$ cat src/rtl/div_unit.sv
// rtl/div_unit.sv - iterative radix-2 restoring divider feeding the HI/LO register pair
module div_unit #(
    parameter int WIDTH = 32
) (
    input  logic             clk,
    input  logic             rst,
    input  logic             start,
    input  logic             signed_div,
    input  logic [WIDTH-1:0] a,
    input  logic [WIDTH-1:0] b,
    input  logic             annul,
    output logic             busy,
    output logic             hilo_we,
    output logic [WIDTH-1:0] hi_o,
    output logic [WIDTH-1:0] lo_o
);

    localparam int            CW   = $clog2(WIDTH);
    localparam logic [CW-1:0] LAST = CW'(WIDTH - 1);

    typedef enum logic [1:0] {
        IDLE,
        RUN,
        FINISH
    } state_t;

    state_t           r_state;
    state_t           w_next_state;
    logic [CW-1:0]    r_cnt;
    logic [WIDTH-1:0] r_rem;
    logic [WIDTH-1:0] r_quo;
    logic [WIDTH-1:0] r_div;
    logic             r_qneg;
    logic             r_rneg;

    logic [WIDTH-1:0] w_a_abs;
    logic [WIDTH-1:0] w_b_abs;
    logic             w_accept;
    logic [WIDTH:0]   w_shift;
    logic             w_ge;
    logic [WIDTH-1:0] w_sub;
    logic [WIDTH-1:0] w_rem_nx;
    logic [WIDTH-1:0] w_quo_nx;

    assign w_a_abs  = (signed_div && a[WIDTH-1]) ? -a : a;
    assign w_b_abs  = (signed_div && b[WIDTH-1]) ? -b : b;
    assign w_accept = start && !annul;

    // r_quo starts as the dividend; its MSB feeds the remainder while quotient bits fill from the LSB
    assign w_shift  = {r_rem, r_quo[WIDTH-1]};
    assign w_ge     = (w_shift >= {1'b0, r_div});
    assign w_sub    = w_shift[WIDTH-1:0] - r_div;
    assign w_rem_nx = w_ge ? w_sub : w_shift[WIDTH-1:0];
    assign w_quo_nx = {r_quo[WIDTH-2:0], w_ge};

    assign busy    = (r_state == RUN);
    assign hilo_we = (r_state == FINISH);

    always_ff @(posedge clk or negedge rst) begin
        if (!rst) begin
            r_state <= IDLE;
        end else begin
            r_state <= w_next_state;
        end
    end

    always_comb begin
        w_next_state = r_state;
        case (r_state)
            IDLE, FINISH: begin
                if (w_accept) begin
                    w_next_state = (w_b_abs == '0) ? FINISH : RUN;
                end else begin
                    w_next_state = IDLE;
                end
            end
            RUN: begin
                if (annul) begin
                    w_next_state = IDLE;
                end else if (r_cnt == LAST) begin
                    w_next_state = FINISH;
                end
            end
            default: w_next_state = IDLE;
        endcase
    end

    always_ff @(posedge clk or negedge rst) begin
        if (!rst) begin
            r_cnt  <= '0;
            r_rem  <= '0;
            r_quo  <= '0;
            r_div  <= '0;
            r_qneg <= 1'b0;
            r_rneg <= 1'b0;
            hi_o   <= '0;
            lo_o   <= '0;
        end else begin
            case (r_state)
                IDLE, FINISH: begin
                    if (w_accept) begin
                        r_cnt  <= '0;
                        r_rem  <= '0;
                        r_quo  <= w_a_abs;
                        r_div  <= w_b_abs;
                        r_qneg <= signed_div & (a[WIDTH-1] ^ b[WIDTH-1]);
                        r_rneg <= signed_div & a[WIDTH-1];
                        // divide by zero skips RUN, so its result is loaded on the way into FINISH here
                        if (w_b_abs == '0) begin
                            hi_o <= a;
                            lo_o <= '1;
                        end
                    end
                end
                RUN: begin
                    if (!annul) begin
                        r_rem <= w_rem_nx;
                        r_quo <= w_quo_nx;
                        r_cnt <= r_cnt + CW'(1);
                        if (r_cnt == LAST) begin
                            hi_o <= r_rneg ? -w_rem_nx : w_rem_nx;
                            lo_o <= r_qneg ? -w_quo_nx : w_quo_nx;
                        end
                    end
                end
                default: ;
            endcase
        end
    end

endmodule
$ cat config.mk
export PLATFORM = sky130hd
export DESIGN_NAME = div_unit
export DESIGN_NICKNAME = d
export VERILOG_FILES = /design/src/rtl/div_unit.sv
export SDC_FILE = /design/constraint.sdc
export NUM_CORES = 1
export LEC_CHECK = 0
export ABC_AREA = 1
export BUFFER_PORTS_ARGS = -buffer_cell sky130_fd_sc_hd__buf_2
export CAP_MARGIN = 20
export CORE_MARGIN = 2
export CORE_UTILIZATION = 50
export DETAILED_ROUTE_END_ITERATION = 12
export GPL_TIMING_DRIVEN = 0
export HOLD_SLACK_MARGIN = 0.08
export PLACE_DENSITY = 0.69
export RECOVER_POWER = 25
export SETUP_SLACK_MARGIN = 0.3
export SKIP_LAST_GASP = 1
export SYNTH_ARGS = -nofsm -noshare
export SYNTH_HDL_FRONTEND = slang
export SYNTH_SLANG_ARGS = --single-unit
$ cat constraint.sdc
create_clock -name clk -period 10.84 [get_ports clk]
set_input_delay 1.084 -clock clk [delete_from_list [all_inputs] [get_ports clk]]
set_output_delay 1.084 -clock clk [all_outputs]
set_load 0.01 [all_outputs]
==> impl_metrics.toml, run 1 <==
[power]
total_power_mw = 4.44
power_leakage_nw = 7.90
pwr_density_cell_mw_per_mm2 = 296
irDropWorstVdd_v = 0.000217

[detailed_routing]
via_per_inst = 5.62
wl_per_cell_um = 18.7
drt-initial-drc-count = 1607
vias = 14702
wl_mm = 49.0
ant_nets = 0
drc = 0
dr.pass1.iters = 6

[setup_path]
criticalPathCategory = "primary input to async pin"
end_kind = "async pin"
critPathBufInv = 1
cp.required_ps = 10110
worst-r2r-setup-slack_ps = 5800
path_cells = "clkbuf_1"
cp-start-kind = "primary input"
cp_slowest_cell = "clkbuf_1"
critical_path.max_stage_delay_ps = 3630
cp_top_family = "buffers and inverters"
cp_max_fo = 94
cp.arrival_ps = 4850

[synth]
synthesis.nets = 2221
synth_cell_types = 56
synth_seq_cells = 169
synth_flop_cell = "dfrtp_1"
yosys_warnings = 0
synth_top_family_by_area = "simple AND/OR/NAND/NOR gates"
yosys.area_share.adder_pct = 3.74
syn_inst = 2113
synth_compound_area_share_pct = 12.8
async_reset_ff_share_pct = 100
yosys.area_share.simple_pct = 37.7
avgSynthCellArea_um2 = 6.27
synth_edf_count = 0
netlist_area_mm2 = 0.0133
synthMuxAreaShare_pct = 0
yosysSeqAreaShare_pct = 31.9
synth_xor_area_share_pct = 3.24

[sta]
hold_violations = 0
rsz0062_at_grt = "no"
timing.hold.ws_ps = 479
min_period_ps = 5580
final.setup.tns_ps = 0
slew_violations = 95
setup_viol = 0
worst_pin_slew_ps = 5310
clock.fmax_ghz = 0.179
fin_worst_skew_ps = 24.9
max-slew-margin-rel_pct = -254
fin_ws_ps = 5260
period_share_pct = 51.5

[cells_and_area]
area_growth_pct = 12.9
fin_area_mm2 = 0.0150
fin_nets = 2375
post-route-util_pct = 57.4
drive_above_1_share_pct = 10.4
layoutNonFillerInstCount = 2616

[floorplan]
rows = 59
coreArea_mm2 = 0.0261
floorplan.die.width_um = 167
design.die.area_mm2 = 0.0278
die_y_um = 167
start_util_pct = 50.9
io_pins = 135

[job]
drv_cap = 1

[placed_design]
place_inst = 2583
port_buffers = 134
placed_area_mm2 = 0.0144
dp_slack_ps = 5990
gp_congestion = 0.973
hpwl_mm = 39.3

[global_routing]
antenna_found_initial = 1
grt-ovfl-total = 0
grt_usage_pct = 35.3
grt_max_degree = 95
grt_pass1_wl_mm = 76.3
grt_pass1_vias = 13660

[clock_tree]
ctsResizeCount = 0
cts_hold_buffers = 0
cts-root-buf = "clkbuf_16"
cts_setup_buffers = 0
cts.sinks = 169
htree_num_levels = 4
insertion_delay_ps = 450
cts_made_buffers = 17
cts_tree = "built"
path_clk_slew_ps = 80
clk_path_buf_depth = 2

[status]
failed_checks = "capacitance limit, slew limit"
status = "finished with violations"

[min_path]
hold_class = "flop to flop"
-- registers in the layout, summed over array words and instances (netlist names) --
register	flops
hi_o	32
r_div	32
r_quo	32
r_rem	32
r_qneg	1
r_cnt	5
r_rneg	1
r_state	2
lo_o	32
-- placed cells by master (no fill, tap or decap), types with 3 or more instances in the layout --
cell / count
a21oi_1: 67
a22oi_1: 7
a31oi_1: 6
a32oi_1: 3
and3_1: 3
buf_1: 5
buf_2: 145
buf_4: 4
buf_6: 7
clkbuf_1: 45
clkbuf_16: 17
clkinvlp_4: 4
dfrtp_1: 169
ha_1: 38
inv_1: 270
inv_2: 8
inv_8: 5
nand2_1: 700
nand2_2: 14
nand3_1: 153
nand3_2: 3
nand3b_1: 10
nand4_1: 21
nor2_1: 241
nor2_2: 8
nor2_4: 3
nor3_1: 35
nor4_1: 4
o211ai_1: 12
o21ai_0: 130
o21ai_1: 34
o221ai_1: 6
o22ai_1: 14
o31ai_1: 3
or2_2: 4
xnor2_1: 6
xor2_1: 43
-- power breakdown --
group          switching (mW)  leakage (nW)  total (mW)  internal, mW
Sequential              0.182          2.09        1.05         0.867
Combinational            1.89          5.54        2.76         0.864
Clock                   0.300         0.275       0.628         0.328
Total                    2.38          7.90        4.44          2.06
-- worst reg2reg max path, stage by stage, from the launching register on --
cell	delay (ps)
dfrtp_1	420
ha_1	380
nand2_1	90
nand2_1	70
nand3_1	90
nand2_1	60
a21oi_1	320
nand2_1	120
nor2_2	300
nand2_4	130
inv_2	220
buf_2	350
ha_1	230
inv_1	60
nor3_1	170
and3_1	270
nand4_1	140
nor2_1	260
nand4_1	220
nor3_1	340
nand2_1	90
nand2_1	130
o21ai_0	130
xor2_1	160
nor2_1	100
o21ai_1	70
-- worst paths after layout --
path                                            start                    end  cells past startpoint
worst min register to register    lo_o[0]$_DFFE_PN0P_    lo_o[0]$_DFFE_PN0P_                      2
worst max register to register  r_rem[25]$_DFFE_PN0P_   lo_o[28]$_DFFE_PN0P_                     25
worst min-delay path              lo_o[0]$_DFFE_PN0P_    lo_o[0]$_DFFE_PN0P_                      2
worst max-delay path                              rst   r_cnt[1]$_DFFE_PN0P_                      1
min in group asynchronous                         rst  r_div[27]$_DFFE_PN0P_                      1
max in group clk                r_rem[25]$_DFFE_PN0P_   lo_o[28]$_DFFE_PN0P_                     25
-- synth_stat cells, types with 2 or more instances --
master	n	area, um2
nand2_1	700	2630
inv_1	270	1010
nor2_1	241	905
dfrtp_1	169	4230
nand3_1	153	766
o21ai_0	130	651
a21oi_1	67	335
clkbuf_1	43	161
xor2_1	43	377
ha_1	38	475
nor3_1	35	175
o21ai_1	34	170
nand4_1	21	131
nand2_2	14	87.6
o22ai_1	14	87.6
buf_2	12	60.1
o211ai_1	12	90.1
nand3b_1	10	75.1
inv_2	8	30.0
nor2_2	8	50.1
a22oi_1	7	52.6
buf_6	7	78.8
a31oi_1	6	37.5
o221ai_1	6	52.6
xnor2_1	6	52.6
buf_1	5	18.8
buf_4	4	30.0
nor4_1	4	25.0
or2_2	4	25.0
a32oi_1	3	26.3
and3_1	3	18.8
nand3_2	3	30.0
nor2_4	3	33.8
o31ai_1	3	22.5
a221oi_1	2	17.5
o21ai_2	2	17.5
o21ai_4	2	32.5
o21bai_1	2	15.0
o311ai_0	2	17.5
-- cells by family after synthesis --
kind of cell | after synthesis
buf+inv | 350
simple gates | 1205
compound gates | 301
flops | 169
fa+ha+maj | 39
xor+xnor | 49
-- routing by layer --
layer	routed length, um	global-route usage, %
met5	0	0
met1	23000	53.9
met4	1030	7.87
met2	19900	51.0
met3	5050	7.37
-- cell type report --
cell class	count	area, um2
Antenna cell	1	2.50
Buffer	71	349
Clock buffer	18	429
Clock inverter	14	159
Fill cell	2670	11100
Inverter	279	1050
Multi-Input combinational cell	1594	7630
Sequential cell	169	4230
Tap cell	335	419
Timing Repair Buffer	135	697
No activity file was read; power rests on OpenSTA's default activity.
==> run 2, diff against run 1 <==
- ABC_AREA: 1 -> 0
- PLACE_DENSITY: 0.69 -> 0.72
- clock period: 10.84 -> 4.5 ns (I/O delays scaled with it)
==> run 2 against run 1 <==
  * The run ends with capacitance limit, slew limit, setup timing left
  * Critical path depth increased by 23
  * Synthesized cell count shrank 25%
  * Setup slack worse by 5500 ps
  * Synthesized area is 5.8% lower
  * Clock-buffer cell count shrank 1
  * Hold slack lost 190 ps
  * Critical endpoint is now hi_o[24]$_DFFE_PN0P_
  * Register-to-register slack lost 6100 ps
  * Combinational power grew to 3.5 times the previous value
==> impl_metrics.toml, run 2 <==
[sta]
fin_worst_skew_ps = 13.4
worst_pin_slew_ps = 2120
slew_violations = 83
rsz0062_at_grt = "yes"
min_period_ps = 4790
fin_ws_ps = -286
clock.fmax_ghz = 0.209
period_share_pct = 106
max-slew-margin-rel_pct = -41.5
setup_viol = 17
hold_violations = 0

[floorplan]
die_y_um = 162
start_util_pct = 51.2
design.die.area_mm2 = 0.0263
rows = 57
coreArea_mm2 = 0.0244
io_pins = 135
floorplan.die.width_um = 162

[setup_path]
cp.arrival_ps = 5100
cp-start-kind = "flop"
cp_max_fo = 6
cp.required_ps = 4810
end_kind = "flop"
criticalPathCategory = "flop to flop"

[synth]
synth_edf_count = 0
netlist_top_cells_area = "dfrtp_1, o21ai_0, nand2_1, a21oi_1, xor2_1"
synth_top_area_share_pct = 33.9
synth_flop_cell = "dfrtp_1"
synthesis.nets = 1695
avgSynthCellArea_um2 = 7.87
async_reset_ff_share_pct = 100
synth_seq_cells = 169
syn_inst = 1587
synth_cell_types = 76
yosysSeqAreaShare_pct = 33.9
netlist_top_cells_count = "nand2_1, dfrtp_1, o21ai_0"
synth_most_common_cell = "nand2_1"
yosys_warnings = 0
synth_top_area_cell = "dfrtp_1"
netlist_area_mm2 = 0.0125

[power]
total_power_mw = 13.3
irDropWorstVdd_v = 0.000591
pwr_density_cell_mw_per_mm2 = 829
power_leakage_nw = 6.94

[clock_tree]
path_clk_slew_ps = 80
clk_path_buf_depth = 2
htree_num_levels = 4
insertion_delay_ps = 450
cts_tree = "built"
cts_made_buffers = 17
cts.sinks = 169
cts-root-buf = "clkbuf_16"

[detailed_routing]
ant_nets = 0
dr.pass1.iters = 9
drc = 0
via_per_inst = 6.27
wl_per_cell_um = 21.3
vias = 13655
wl_mm = 46.4
drt-initial-drc-count = 1381

[global_routing]
grt_pass1_wl_mm = 69.8
grt_pass1_vias = 12667
antenna_found_initial = 0
grt_usage_pct = 34.2
grt-ovfl-total = 0
grt_max_degree = 88

[cells_and_area]
area_growth_pct = 28.4
post-route-util_pct = 65.8
num_antenna_cells = 0
final_common_cell = "nand2_1"
regArea_mm2 = 0.00425
fin_nets = 1948
multi_input_area_mm2 = 0.00841
layout_common_cells = "nand2_1, dfrtp_1, o21ai_0"
drive_above_1_share_pct = 22.0
nFillCells = 2084

[placed_design]
gp_congestion = 1.01
hpwl_mm = 33.2
port_buffers = 128

[status]
failed_checks = "capacitance limit, slew limit, setup timing"
status = "finished with violations"

[min_path]
hold_class = "primary input to flop"

[job]
drv_cap = 1
[run 2: cell types whose count changed after synthesis, moves of 33 or more]
cell / change
inv_1: -222
nand2_1: -492
or3_1: +33
nand3_1: -128
nor2_1: -85
xnor2_1: +54
o21ai_0: +39
a21oi_1: +65
clkbuf_1: +37
[run 2: path summary, 6_finish.rpt]
kind	cells after the start	slack (ps)	end	start
worst max-delay path	24	-290	hi_o[24]$_DFFE_PN0P_	r_rem[5]$_DFFE_PN0P_
worst min-delay path	3	280	r_div[1]$_DFFE_PN0P_	b[1]
worst max register to register	24	-290	hi_o[24]$_DFFE_PN0P_	r_rem[5]$_DFFE_PN0P_
worst min register to register	2	480	r_div[12]$_DFFE_PN0P_	r_div[12]$_DFFE_PN0P_
max in group asynchronous	3	2070	r_rem[11]$_DFFE_PN0P_	rst
min in group asynchronous	2	1120	hi_o[4]$_DFFE_PN0P_	rst
[run 2: cell families after synthesis]
family | synth area share, %
fa+ha+maj | 3.97
xor+xnor | 9.40
simple gates | 21.3
mux | 1.88
flops | 33.9
buf+inv | 4.63
compound gates | 25.0
[run 2: worst max-delay path, cell delays in order, from the launching register on]
cell	delay [ps]
dfrtp_2	450
ha_4	280
buf_8	110
nand4_1	190
nor4_4	370
nand4b_1	200
o221ai_4	210
or2_4	180
inv_4	40
clkbuf_16	140
clkbuf_16	140
buf_12	120
mux2i_4	200
ha_4	200
buf_6	120
nand3b_1	160
nor2_4	190
nand2_2	80
nor4_4	230
a41oi_2	70
o21ai_2	210
o21a_1	250
a21boi_4	240
xnor2_2	150
o211ai_1	110
[run 2: final cells by class]
| type | count | share of cell area, % |
|---|---|---|
| inverters | 50 | 1.19 |
| repair buffers | 234 | 9.62 |
| plain buffers | 98 | 3.89 |
| clock buffers | 17 | 2.65 |
| multi-input cells | 1270 | 52.4 |
| flip-flops and latches | 169 | 26.5 |
| well taps | 324 | 2.53 |
| clock inverters | 15 | 1.20 |
[run 2: report_power, final]
| part | internal [mW] | total (mW) | switching (mW) | leakage [nW] |
|---|---|---|---|---|
| clock | 0.761 | 1.54 | 0.780 | 0.296 |
| sequential | 1.79 | 2.16 | 0.366 | 2.23 |
| combinational | 4.13 | 9.60 | 5.47 | 4.42 |
[run 2: per-layer routing]
layer / vias up / track usage [%] / share of wire [%]
met5: - / 0 / 0
met4: 0 / 22.6 / 7.5
met3: 203 / 5.08 / 7.4
met2: 717 / 56.2 / 46
met1: 6492 / 42.0 / 39
li1: 6243 / - / -
[run 2: repair_timing]
item,CTS,global route
hold endpoints to repair,82,0
hold buffers,1,0
pin swaps,40,62
setup endpoints to repair,30,31
resized for setup,136,79
buffers inserted,71,33
[run 2: metrics by stage]
stage               area [um2]  hold WS, ps  TNS [ps]  cells  setup slack [ps]
detailed placement       13700          472    -10520   2040             -1030
floorplan                12700          154         0   1587              86.5
finish                   16000          284     -2290   2177              -286
global route             16000          301     -4830   2177              -433
global placement         13700          463     -9870   2039             -1040
CTS                      15500          282      -704   2144              -202
